===== src/rtl/fifo_pkg.sv =====
// Shared types for the FIFO read-side stream adapter: read FSM states and counter width.
package fifo_pkg;

  typedef enum logic [1:0] {
    EMPTY = 2'd0,
    ONE   = 2'd1,
    TWO   = 2'd2
  } rd_state_t;

  localparam int unsigned RD_CNT_W = 16;

  // The FSM state encoding doubles as the buffered-word count.
  function automatic logic [1:0] state_count(input rd_state_t s);
    return logic'(s[1]) ? 2'd2 : {1'b0, s[0]};
  endfunction

endpackage


===== src/rtl/fifo_rd_skid.sv =====
// Two-entry word store with head/tail pointers; head word is presented from a register.
module fifo_rd_skid
  import fifo_pkg::*;
#(
  parameter int unsigned DSIZE = 8,
  parameter int unsigned DEPTH = 2
) (
  input  logic             clk,
  input  logic             clear,
  input  logic             push,
  input  logic             pop,
  input  logic [DSIZE-1:0] din,
  input  logic [1:0]       count,
  output logic [DSIZE-1:0] dout
);

  localparam int unsigned PW = (DEPTH > 1) ? $clog2(DEPTH) : 1;

  logic [DSIZE-1:0] mem   [DEPTH];
  logic [DSIZE-1:0] mem_n [DEPTH];
  logic [PW-1:0]    wptr, wptr_n;
  logic [PW-1:0]    rptr, rptr_n;
  logic             push_ok, pop_ok;

  always_comb begin
    push_ok = push && (count < 2'(DEPTH));
    pop_ok  = pop && (count != 2'd0);
    mem_n   = mem;
    wptr_n  = wptr;
    rptr_n  = rptr;
    if (push_ok) begin
      mem_n[wptr] = din;
      wptr_n      = wptr + 1'b1;
    end
    if (pop_ok) begin
      rptr_n = rptr + 1'b1;
    end
  end

  // dout follows the next head so the output stays a plain register.
  always_ff @(posedge clk) begin
    if (clear) begin
      for (int unsigned i = 0; i < DEPTH; i++) begin
        mem[i] <= '0;
      end
      wptr <= '0;
      rptr <= '0;
      dout <= '0;
    end else begin
      mem  <= mem_n;
      wptr <= wptr_n;
      rptr <= rptr_n;
      dout <= mem_n[rptr_n];
    end
  end

endmodule


===== src/rtl/fifo_rd_stream.sv =====
// FIFO read side to valid/ready stream adapter with a 2-word output buffer.
// Optional accepted-word counter rd_cnt enabled by macro FIFO_RD_CNT_EN.
module fifo_rd_stream
  import fifo_pkg::*;
#(
  parameter int unsigned DSIZE = 8,
  parameter int unsigned SKID  = 2
) (
  input  logic             rclk,
  input  logic             rrst,
  input  logic             rempty,
  input  logic [DSIZE-1:0] rdata,
  output logic             rinc,
  input  logic             flush,
  output logic             m_valid,
  input  logic             m_ready,
  output logic [DSIZE-1:0] m_data
`ifdef FIFO_RD_CNT_EN
  ,
  output logic [RD_CNT_W-1:0] rd_cnt
`endif
);

  rd_state_t state_q, state_n;
  logic      valid_q;
  logic      push, pop;

  always_comb begin
    rinc = !rempty && (state_q != TWO) && !flush && !rrst;
    push = rinc;
    pop  = valid_q && m_ready && !flush && !rrst;
  end

  always_comb begin
    state_n = state_q;
    case (state_q)
      EMPTY: if (push) state_n = ONE;
      ONE: begin
        if (push && !pop)      state_n = TWO;
        else if (pop && !push) state_n = EMPTY;
      end
      TWO:     if (pop) state_n = ONE;
      default: state_n = EMPTY;
    endcase
    if (flush) state_n = EMPTY;
  end

  always_ff @(posedge rclk) begin
    if (rrst) begin
      state_q <= EMPTY;
      valid_q <= 1'b0;
    end else begin
      state_q <= state_n;
      valid_q <= (state_n != EMPTY);
    end
  end

  assign m_valid = valid_q;

  fifo_rd_skid #(
    .DSIZE (DSIZE),
    .DEPTH (SKID)
  ) u_skid (
    .clk   (rclk),
    .clear (rrst || flush),
    .push  (push),
    .pop   (pop),
    .din   (rdata),
    .count (state_count(state_q)),
    .dout  (m_data)
  );

`ifdef FIFO_RD_CNT_EN
  always_ff @(posedge rclk) begin
    if (rrst || flush) begin
      rd_cnt <= '0;
    end else if (valid_q && m_ready) begin
      rd_cnt <= rd_cnt + {{(RD_CNT_W-1){1'b0}}, 1'b1};
    end
  end
`endif

endmodule


===== config.mk =====
export PLATFORM = sky130hd
export DESIGN_NAME = fifo_rd_stream
export DESIGN_NICKNAME = d
export VERILOG_FILES = /design/src/rtl/fifo_pkg.sv /design/src/rtl/fifo_rd_skid.sv /design/src/rtl/fifo_rd_stream.sv
export SDC_FILE = /design/constraint.sdc
export NUM_CORES = 1
export LEC_CHECK = 0
export ABC_AREA = 1
export CAP_MARGIN = 20
export CORE_UTILIZATION = 52
export CTS_CLUSTER_DIAMETER = 30
export DETAILED_ROUTE_END_ITERATION = 8
export GPL_TIMING_DRIVEN = 0
export PLACE_DENSITY = 0.83
export SLEW_MARGIN = 40
export SYNTH_ARGS = -nofsm -noshare
export SYNTH_HDL_FRONTEND = slang
export SYNTH_SLANG_ARGS = --single-unit

===== constraint.sdc =====
create_clock -name rclk -period 1.37 [get_ports rclk]
set_clock_uncertainty 0.1 [all_clocks]
set_input_delay 0.274 -clock rclk [delete_from_list [all_inputs] [get_ports rclk]]
set_output_delay 0.274 -clock rclk [all_outputs]
set_load 0.005 [all_outputs]

==> flow_summary_export.csv, run 1 <==
group,metric,value,unit
run_status,status,"finished clean",
yosys,synth_flop_cell,"dfxtp_1",
power,vdd_ir_drop_max,1.05,mV
drt,drc,0,
power,swShare,0.221,
grt,gr-total-overflow,0,
timing,hold_ws,0.382,ns
worst_setup_path,crit_fanout,2,
layout,final_cells,277,
layout,antennaDiodeCount,0,
min_path,hp-class,"input port to flip-flop",
yosys,yosys-top-cells-area,"dfxtp_1, nand2_1, nand3_1",
cts,numCtsBuffers,5,
power,p_int,1.48,mW
grt,grt_pass1_wl,5230,um
worst_setup_path,worst_ep_required_time,1.00,ns
drt,via_per_inst,5.19,
drt,via_count,1438,
power,p_comb_frac,0.083,
die,die_x,54.7,um
placed_design,place_congestion,0.843,
cts,cts_tree,"yes",
yosys,netlist_top_cells_count,"nand2_1, dfxtp_1, nand3_1, a21oi_1, inv_1",
power,p_seq_frac,0.448,
drt,route.antenna.remaining_nets,0,
yosys,synth_nets,229,
grt,antenna_found_initial,0,
power,power.density,1040,nW/um2
cts,postCtsHoldBufs,0,
die,core,2540,um2
yosys,yosysTopAreaCell,"dfxtp_1",
layout,fin_util,0.719,
timing,finalCriticalPeriod,1.32,ns
timing,final_max_slew_viol_count,0,
grt,grt_max_degree,11,
cts,clk_latency,0.35,ns
grt,first_global_vias,1245,
layout,layout-area-overhead-vs-synth,26.9,%
die,ios,23,
yosys,syn_area_per_cell,6.68,um2
timing,final_hold_viol_count,0,
placed_design,numPortBuffers,22,
worst_setup_path,critPathMaxStageDelay,0.27,ns
die,die_area,2990,um2
placed_design,dp_hpwl,2180,um
placed_design,dpl_worst_slack,-0.631,ns
yosys,yosys_warnings,0,
timing,setup_viol,0,
power,leakage,0.963,nW
power,p_clk_frac,0.468,
timing,finalCritPeriodShare,0.966,
yosys,synthesis.area,1440,um2
yosys,ys_types,19,
cts,clkSlewWorstSetupHoldPaths,0.10,ns
worst_setup_path,path_cells,"dlygate4sd2_1 -> nor2_4 -> nand2_1 -> a21oi_2 -> buf_2",
timing,finalWorstSetupSlack,0.0460,ns
cts,ctsRootBufferMaster,"clkbuf_4",
layout,final_area,1830,um2
worst_setup_path,worst_setup_path_end_kind,"output port",
yosys,netlist_instances,216,
drt,drt_iter0_markers,44,
power,p_sw,0.421,mW
worst_setup_path,cp.arrival,0.95,ns
drt,first_pass_iters,4,
die,start_util,0.567,
timing,maxSlewHeadroom,0.741,
placed_design,postPlaceCellArea,1700,um2
worst_setup_path,crit_path_start_kind,"input port",
layout,drive_gt1_frac,0.178,
yosys,synthArstFlopShare,0,
yosys,netlist.area_leader.share,0.402,
worst_setup_path,crit_type,"input port to output port",
placed_design,placedCellCount,268,
timing,max_freq,755,MHz
timing,grt_setup_unrepaired,"true",
timing,worstMarginPinSlew,0.389,ns
yosys,ys_ff_latch,29,
grt,grt_usage,0.259,
drt,wl,3360,um
flow_run,maxCapViolCount,0,
layout,fin_nets,259,
cts,htreeDepth,2,
yosys,synthMostInstantiatedCell,"nand2_1",
die,rows,18,
cts,cts.sinks,29,
die,die_h,54.7,um
yosys,yosysSeqAreaShare,0.402,
worst_setup_path,crit_slowest_cell,"dlygate4sd2_1",
yosys,synth_edf_count,0,
cts,clock_path_buffers,2,
layout,nFillCells,235,
drt,wire_per_inst,12.1,um
-- path summary, 6_finish.rpt --
check,start,slack (ns),cells past startpoint,to
setup / recovery,rrst,0.05,5,rinc
hold / removal,rempty,0.38,4,u_skid.mem[10]
setup reg to reg,state_q[1],0.05,8,u_skid.dout[1]
hold reg to reg,u_skid.mem[13],0.39,2,u_skid.mem[13]
-- worst max-delay path, delay by kind of cell --
kind | cells | cell delay, ns
buffers and inverters | 2 | 0.38
AND/OR/NAND/NOR | 2 | 0.19
AO/OA/AOI/OAI | 1 | 0.10
-- metrics by stage --
| step | setup TNS [ns] | power (mW) |
|---|---|---|
| final | 0 | 1.91 |
| after global routing | -0.0439 | 1.97 |
| after CTS | 0 | 1.90 |
| after detailed placement | -9.51 | 1.03 |
| after global placement | -9.01 | 1.03 |
| after floorplan | 0 | 0.959 |
-- flip-flops by register name, summed over array words and instances (netlist names) --
register and count:
m_valid 1, state_q 2, u_skid.dout 8, u_skid.mem 16, u_skid.rptr 1, u_skid.wptr 1
-- area by class of cell --
| cell class | instances | area (um2) | share of cell area |
|---|---|---|---|
| buffer | 10 | 83.8 | 0.0458 |
| clock buffer | 5 | 37.5 | 0.0205 |
| clock inverter | 3 | 65.1 | 0.0355 |
| inverter | 12 | 52.6 | 0.0287 |
| multi-input combinational | 165 | 762 | 0.416 |
| sequential | 29 | 584 | 0.319 |
| tap | 30 | 37.5 | 0.0205 |
| timing repair buffer | 23 | 208 | 0.113 |
-- power groups by stage --
stage,clock [mW],combinational (mW),sequential [mW]
detailed placement,0,0.158,0.873
CTS,0.889,0.155,0.854
global route,0.944,0.175,0.856
finish,0.892,0.159,0.854
floorplan,0,0.0850,0.874
global placement,0,0.157,0.873
-- cells in the final DEF (no fill, tap or decap), types with 3 or more instances in the layout --
master,instances
nand3_1,26
dfxtp_1,26
nand2_4,3
inv_2,5
nand2_2,4
dfxtp_2,3
inv_1,5
clkbuf_4,5
nand3_2,3
clkdlybuf4s50_1,9
nand2_1,103
buf_6,5
dlygate4sd2_1,12
a21oi_1,17
buf_2,5
-- layer usage --
metal	track usage	routed length (um)	vias to the layer above
li1	-	-	752
met1	0.302	1460	623
met2	0.436	1610	55
met3	0.0583	235	8
met4	0.137	64	0
met5	0	0	-
-- repair_timing --
action                                  CTS  global route
hold endpoints to repair                  0             0
endpoints found under the setup margin   18            10
pin swaps                                 1             2
buffers inserted                          1             0
gates resized for setup                  18            13
-- kinds of logic (layout without fill, tap and decap cells) --
group / count (synthesis) / after routing / share of synthesized area
flip-flops: 29 / 29 / 0.402
AND/OR/NAND/NOR: 145 / 145 / 0.441
AO/OA/AOI/OAI: 20 / 20 / 0.0694
buffers and inverters: 22 / 53 / 0.0876
(Power assumes the default switching activity.)
==> inputs of run 2 (changes only) <==
--- a/config.mk
+++ b/config.mk
@@ -11,8 +11,8 @@
 export CTS_CLUSTER_DIAMETER = 30
 export DETAILED_ROUTE_END_ITERATION = 8
 export GPL_TIMING_DRIVEN = 0
-export PLACE_DENSITY = 0.83
-export SLEW_MARGIN = 40
+export PLACE_DENSITY = 0.78
+export SLEW_MARGIN = 5
 export SYNTH_ARGS = -nofsm -noshare
 export SYNTH_HDL_FRONTEND = slang
 export SYNTH_SLANG_ARGS = --single-unit
==> run 2 against run 1 <==
  * Global-route usage rose by 1.1 points
  * Register-to-register slack hardly changed
  * Total power down 18%
  * Clock power fell by 40%
  * Combinational power is 3% higher
  * Sequential power about the same
  * Core utilization is 0.15 points lower
  * Critical endpoint unchanged
  * Largest cell class unchanged
==> flow_summary_export.csv, run 2 (synthesized netlist as in run 1, its figures left out) <==
group,metric,value,unit
drt,drt_iter0_markers,60,
layout,largestRegisters,"u_skid.mem x16, u_skid.dout x8, state_q x2",
cts,clk_latency,0.33,ns
cts,cts.sinks,29,
die,core,2540,um2
timing,finalCriticalPeriod,1.34,ns
worst_setup_path,cp.arrival,0.97,ns
timing,finalCritPeriodShare,0.977,
drt,wl,3650,um
cts,cts_tree,"yes",
die,die_x,54.7,um
worst_setup_path,crit_path_start_kind,"input port",
worst_setup_path,rr_worst_depth,8,
grt,grt_usage,0.270,
grt,grt_max_degree,11,
grt,first_global_vias,1298,
cts,clkSlewWorstSetupHoldPaths,0.09,ns
worst_setup_path,worst_ep_required_time,1.00,ns
worst_setup_path,critPathMaxStageDelay,0.27,ns
die,ios,23,
drt,drc,0,
worst_setup_path,worst_setup_path_end_kind,"output port",
layout,largest_reg_flops,16,
timing,setup-tns-final,0,ns
drt,wire_per_inst,13.0,um
drt,route.antenna.remaining_nets,0,
worst_setup_path,crit_fanout,2,
placed_design,placedCellCount,268,
timing,worstMarginPinSlew,0.349,ns
timing,maxSlewHeadroom,0.767,
timing,hold_ws,0.392,ns
worst_setup_path,crit_slowest_cell,"dlygate4sd2_1",
power,total_power,1.56,mW
grt,gr-total-overflow,0,
drt,first_pass_iters,4,
layout,mostFrequentLayoutCell,"nand2_1",
placed_design,numPortBuffers,22,
drt,via_per_inst,5.30,
grt,antenna_found_initial,0,
timing,grt_setup_unrepaired,"true",
timing,final_hold_viol_count,0,
power,vdd_ir_drop_max,0.913,mV
placed_design,dpl_worst_slack,-0.611,ns
timing,setup_viol,0,
die,die_area,2990,um2
layout,nFillCells,226,
flow_run,maxCapViolCount,0,
power,leakage,0.967,nW
min_path,hold_depth,2,
grt,grt_pass1_wl,5460,um
worst_setup_path,crit_type,"input port to output port",
placed_design,dp_hpwl,2390,um
layout,layout_common_cells,"nand2_1, nand3_1, dfxtp_1",
cts,htreeDepth,2,
layout,final_cells,280,
layout,antennaDiodeCount,0,
cts,ctsRootBufferMaster,"clkbuf_4",
drt,via_count,1485,
worst_setup_path,path_cells,"dlygate4sd2_1 -> nor2_4 -> nand2_1 -> a21oi_2 -> buf_2",
placed_design,place_congestion,0.777,
layout,fin_nets,263,
cts,numCtsBuffers,5,
timing,final_max_slew_viol_count,0,
layout,drive_gt1_frac,0.184,
layout,layout-area-overhead-vs-synth,26.6,%
cts,clock_path_buffers,2,
layout,top_register,"u_skid.mem",
die,rows,18,
power,power.density,852,nW/um2
timing,finalWorstSetupSlack,0.0309,ns
die,die_h,54.7,um
run_status,status,"finished clean",
min_path,hp-class,"flip-flop to flip-flop",
timing,max_freq,747,MHz
die,start_util,0.567,
==> run 2: cell count changes in the layout (fill, tap and decap cells not counted), sizes merged <==
cell and delta:
clkbuf +2, clkinv -1, buf +3, bufinv -2
dlymetal6s2s +1, clkdlybuf4s50 -1, nand2 +1
==> run 2: final timing paths <==
kind | startpoint | endpoint | slack (ns)
hold / removal | u_skid.mem[11] | u_skid.mem[11] | 0.39
setup / recovery | rrst | rinc | 0.03
hold reg to reg | u_skid.mem[11] | u_skid.mem[11] | 0.39
setup reg to reg | state_q[1] | u_skid.dout[2] | 0.04
==> run 2: critical path: cells and delay by family <==
family          cells  cell delay (ns)
buf+inv             2             0.38
simple gates        2             0.20
compound gates      1             0.10
==> run 2: cell type report <==
cell class / instances / area [um2] / area share
Timing Repair Buffer: 26 / 233 / 0.127
Sequential cell: 29 / 584 / 0.320
Clock buffer: 7 / 55.1 / 0.0301
Tap cell: 30 / 37.5 / 0.0205
Inverter: 12 / 52.6 / 0.0288
Multi-Input combinational cell: 166 / 773 / 0.423
Buffer: 10 / 91.3 / 0.0500
==> run 2: timing repair <==
action	in CTS	in global routing
endpoints found under the setup margin	18	12
resized for setup	19	16
hold buffers	0	0
cloned	0	1
pin swaps	2	5
buffers inserted	1	3
==> run 2: stage by stage <==
step	instance area (um2)	utilization
after global routing	1830	0.718
final	1830	0.718
after global placement	1700	0.668
after detailed placement	1700	0.668
after floorplan	1440	-
after CTS	1750	0.686
==> run 2: layer usage <==
metal | global-route usage | up-vias | part of all wire
met3 | 0.0861 | 9 | 0.069
met1 | 0.301 | 678 | 0.43
li1 | - | 751 | -
met5 | 0 | - | 0
met2 | 0.458 | 47 | 0.48
met4 | 0.128 | 0 | 0.021
==> run 2: report_power, final <==
part	internal, mW	switching (mW)
sequential	0.851	0.00331
combinational	0.0697	0.0934
clock	0.242	0.298
==> inputs of run 3 (changes only) <==
--- a/config.mk
+++ b/config.mk
@@ -7,11 +7,12 @@
 export LEC_CHECK = 0
 export ABC_AREA = 1
 export CAP_MARGIN = 20
-export CORE_UTILIZATION = 52
+export CORE_UTILIZATION = 60
 export CTS_CLUSTER_DIAMETER = 30
 export DETAILED_ROUTE_END_ITERATION = 8
+export DONT_BUFFER_PORTS = 1
 export GPL_TIMING_DRIVEN = 0
-export PLACE_DENSITY = 0.78
+export PLACE_DENSITY = 0.76
 export SLEW_MARGIN = 5
 export SYNTH_ARGS = -nofsm -noshare
 export SYNTH_HDL_FRONTEND = slang
==> run 3 against run 2 <==
  * Via count decreased by 7.8%
  * Routed wire length decreased by 12%
  * Global-route usage increased by 2.0 points
  * Core utilization decreased by 2.3 points
  * Largest cell class unchanged
  * Critical path type is now flip-flop to flip-flop
  * Sequential power about the same
  * Hold slack got worse by 0.29 ns
  * Highest routed layer unchanged
==> flow_summary_export.csv, run 3 (synthesized netlist as in run 1, its figures left out) <==
group,metric,value,unit
run_status,status,"finished clean",
timing,grt_setup_unrepaired,"false",
worst_setup_path,cp.arrival,1.44,ns
worst_setup_path,rrSetupSlack,0.06,ns
grt,grt_usage,0.289,
layout,seqCellArea,582,um2
cts,cts.sinks,29,
timing,setup-tns-final,0,ns
grt,grt_pass1_wl,5490,um
die,die_x,51.0,um
drt,drc,0,
grt,gr-total-overflow,0,
cts,cts_tree,"yes",
layout,antennaDiodeCount,0,
layout,mostFrequentLayoutCell,"nand2_1",
worst_setup_path,crit_path_start_kind,"flip-flop",
timing,finalCriticalPeriod,1.31,ns
layout,multi_input_area,748,um2
min_path,hp-class,"input port to flip-flop",
worst_setup_path,path_cells,"nand2_1 -> nand3b_1 -> nand2_1 -> nand2_4 -> nand3_1 -> nand2_1",
worst_setup_path,worst_ep_required_time,1.50,ns
min_path,hold_depth,4,
power,power.density,936,nW/um2
timing,max_freq,761,MHz
layout,layout_common_cells,"nand2_1, dfxtp_1, nand3_1",
die,core,2230,um2
grt,antenna_found_initial,0,
worst_setup_path,crit_slowest_cell,"dfxtp_1",
placed_design,dpl_worst_slack,0.0290,ns
die,start_util,0.646,
layout,fin_nets,236,
cts,clk_latency,0.32,ns
placed_design,place_congestion,0.823,
timing,finalCritPeriodShare,0.959,
drt,via_per_inst,5.43,
worst_setup_path,worst_setup_path_end_kind,"flip-flop",
die,rows,17,
flow_run,maxCapViolCount,0,
timing,finalWorstSetupSlack,0.0562,ns
timing,final_hold_viol_count,0,
grt,grt_max_degree,11,
cts,htreeDepth,2,
power,leakage,0.804,nW
cts,ctsRootBufferMaster,"clkbuf_4",
power,vdd_ir_drop_max,0.725,mV
min_path,holdPathEnd,"u_skid.mem[4]",
drt,first_pass_iters,5,
worst_setup_path,crit_fanout,9,
worst_setup_path,rr_worst_depth,6,
worst_setup_path,crit_type,"flip-flop to flip-flop",
placed_design,numPortBuffers,0,
layout,largest_reg_flops,16,
worst_setup_path,cp_num_buf_inv,0,
cts,clock_path_buffers,2,
cts,clkSlewWorstSetupHoldPaths,0.09,ns
drt,route.antenna.remaining_nets,0,
timing,worstMarginPinSlew,0.360,ns
layout,layout-area-overhead-vs-synth,7.63,%
drt,via_count,1369,
grt,first_global_vias,1284,
worst_setup_path,cp_common_cell,"nand2_1",
worst_setup_path,path_delay_family,"simple AND/OR/NAND/NOR gates",
timing,maxSlewHeadroom,0.760,
placed_design,dp_hpwl,2270,um
drt,wire_per_inst,12.8,um
drt,wl,3230,um
cts,numCtsBuffers,5,
layout,drive_gt1_frac,0.147,
worst_setup_path,r2r_start,"m_valid",
worst_setup_path,critPathMaxStageDelay,0.35,ns
layout,largestRegisters,"u_skid.mem x16, u_skid.dout x8, state_q x2",
die,die_area,2600,um2
min_path,hold_start,"rdata[4]",
die,ios,23,
worst_setup_path,r2r-end,"u_skid.dout[3]",
layout,top_register,"u_skid.mem",
die,die_h,51.0,um
layout,nFillCells,200,
timing,setup_viol,0,
timing,final_max_slew_viol_count,0,
cts,cts_setup_buffers,0,
drt,drt_iter0_markers,48,
-- run 3: cell count changes in the layout (fill, tap and decap cells not counted), moves of 3 or more --
| cell | before | now |
|---|---|---|
| nand2_2 | 4 | 1 |
| dlygate4sd2_1 | 12 | 0 |
| clkdlybuf4s50_1 | 8 | 0 |
| buf_4 | 4 | 1 |
| nand2_1 | 103 | 106 |
-- run 3: per-stage QoR --
step	std cells	hold WS, ns	utilization	instance area (um2)	power [mW]
after floorplan	216	0.365	-	1440	0.959
after global placement	244	0.372	0.662	1480	0.981
after detailed placement	244	0.382	0.662	1480	0.983
after CTS	252	0.104	0.685	1530	1.46
after global routing	252	0.113	0.695	1550	1.52
final	252	0.105	0.695	1550	1.45
-- run 3: per-layer routing --
layer / up-vias / GRT usage / share of wire
li1: 703 / - / -
met1: 604 / 0.337 / 0.41
met2: 53 / 0.480 / 0.49
met3: 9 / 0.0714 / 0.077
met4: 0 / 0.162 / 0.022
met5: - / 0 / 0
-- run 3: power breakdown --
| group | internal (mW) | total [mW] | switching (mW) | leakage, nW |
|---|---|---|---|---|
| logic | 0.0360 | 0.112 | 0.0758 | 0.538 |
| registers | 0.851 | 0.855 | 0.00422 | 0.235 |
| clock network | 0.195 | 0.487 | 0.292 | 0.0320 |
| total | 1.08 | 1.45 | 0.372 | 0.804 |
-- run 3: tightest hold or removal path: cells and delay by family --
family / cells / cell delay (ns)
compound gates: 1 / 0.05
simple gates: 3 / 0.16
-- run 3: worst max-delay path by stage --
| stage | slack, ns | cells after the start | start | to |
|---|---|---|---|---|
| after global routing | 0.01 | 6 | m_valid | u_skid.dout[7] |
| after CTS | 0.01 | 8 | state_q[1] | u_skid.dout[3] |
| after floorplan | 0.18 | 8 | state_q[1] | u_skid.dout[6] |
| after detailed placement | 0.03 | 8 | state_q[1] | u_skid.dout[3] |
| after global placement | 0.05 | 8 | state_q[1] | u_skid.dout[3] |
| final | 0.06 | 6 | m_valid | u_skid.dout[3] |
-- run 3: layout make-up --
cell class,count,share of cell area
inverters,12,0.0338
well taps,28,0.0226
multi-input cells,165,0.482
flip-flops and latches,29,0.375
clock inverters,2,0.00645
clock buffers,6,0.0266
plain buffers,10,0.0540
-- run 3: what timing repair did --
item,in CTS,in global routing
gates resized for setup,0,7
hold buffers,0,0
endpoints found under the setup margin,0,10
endpoints found under the hold margin,0,0
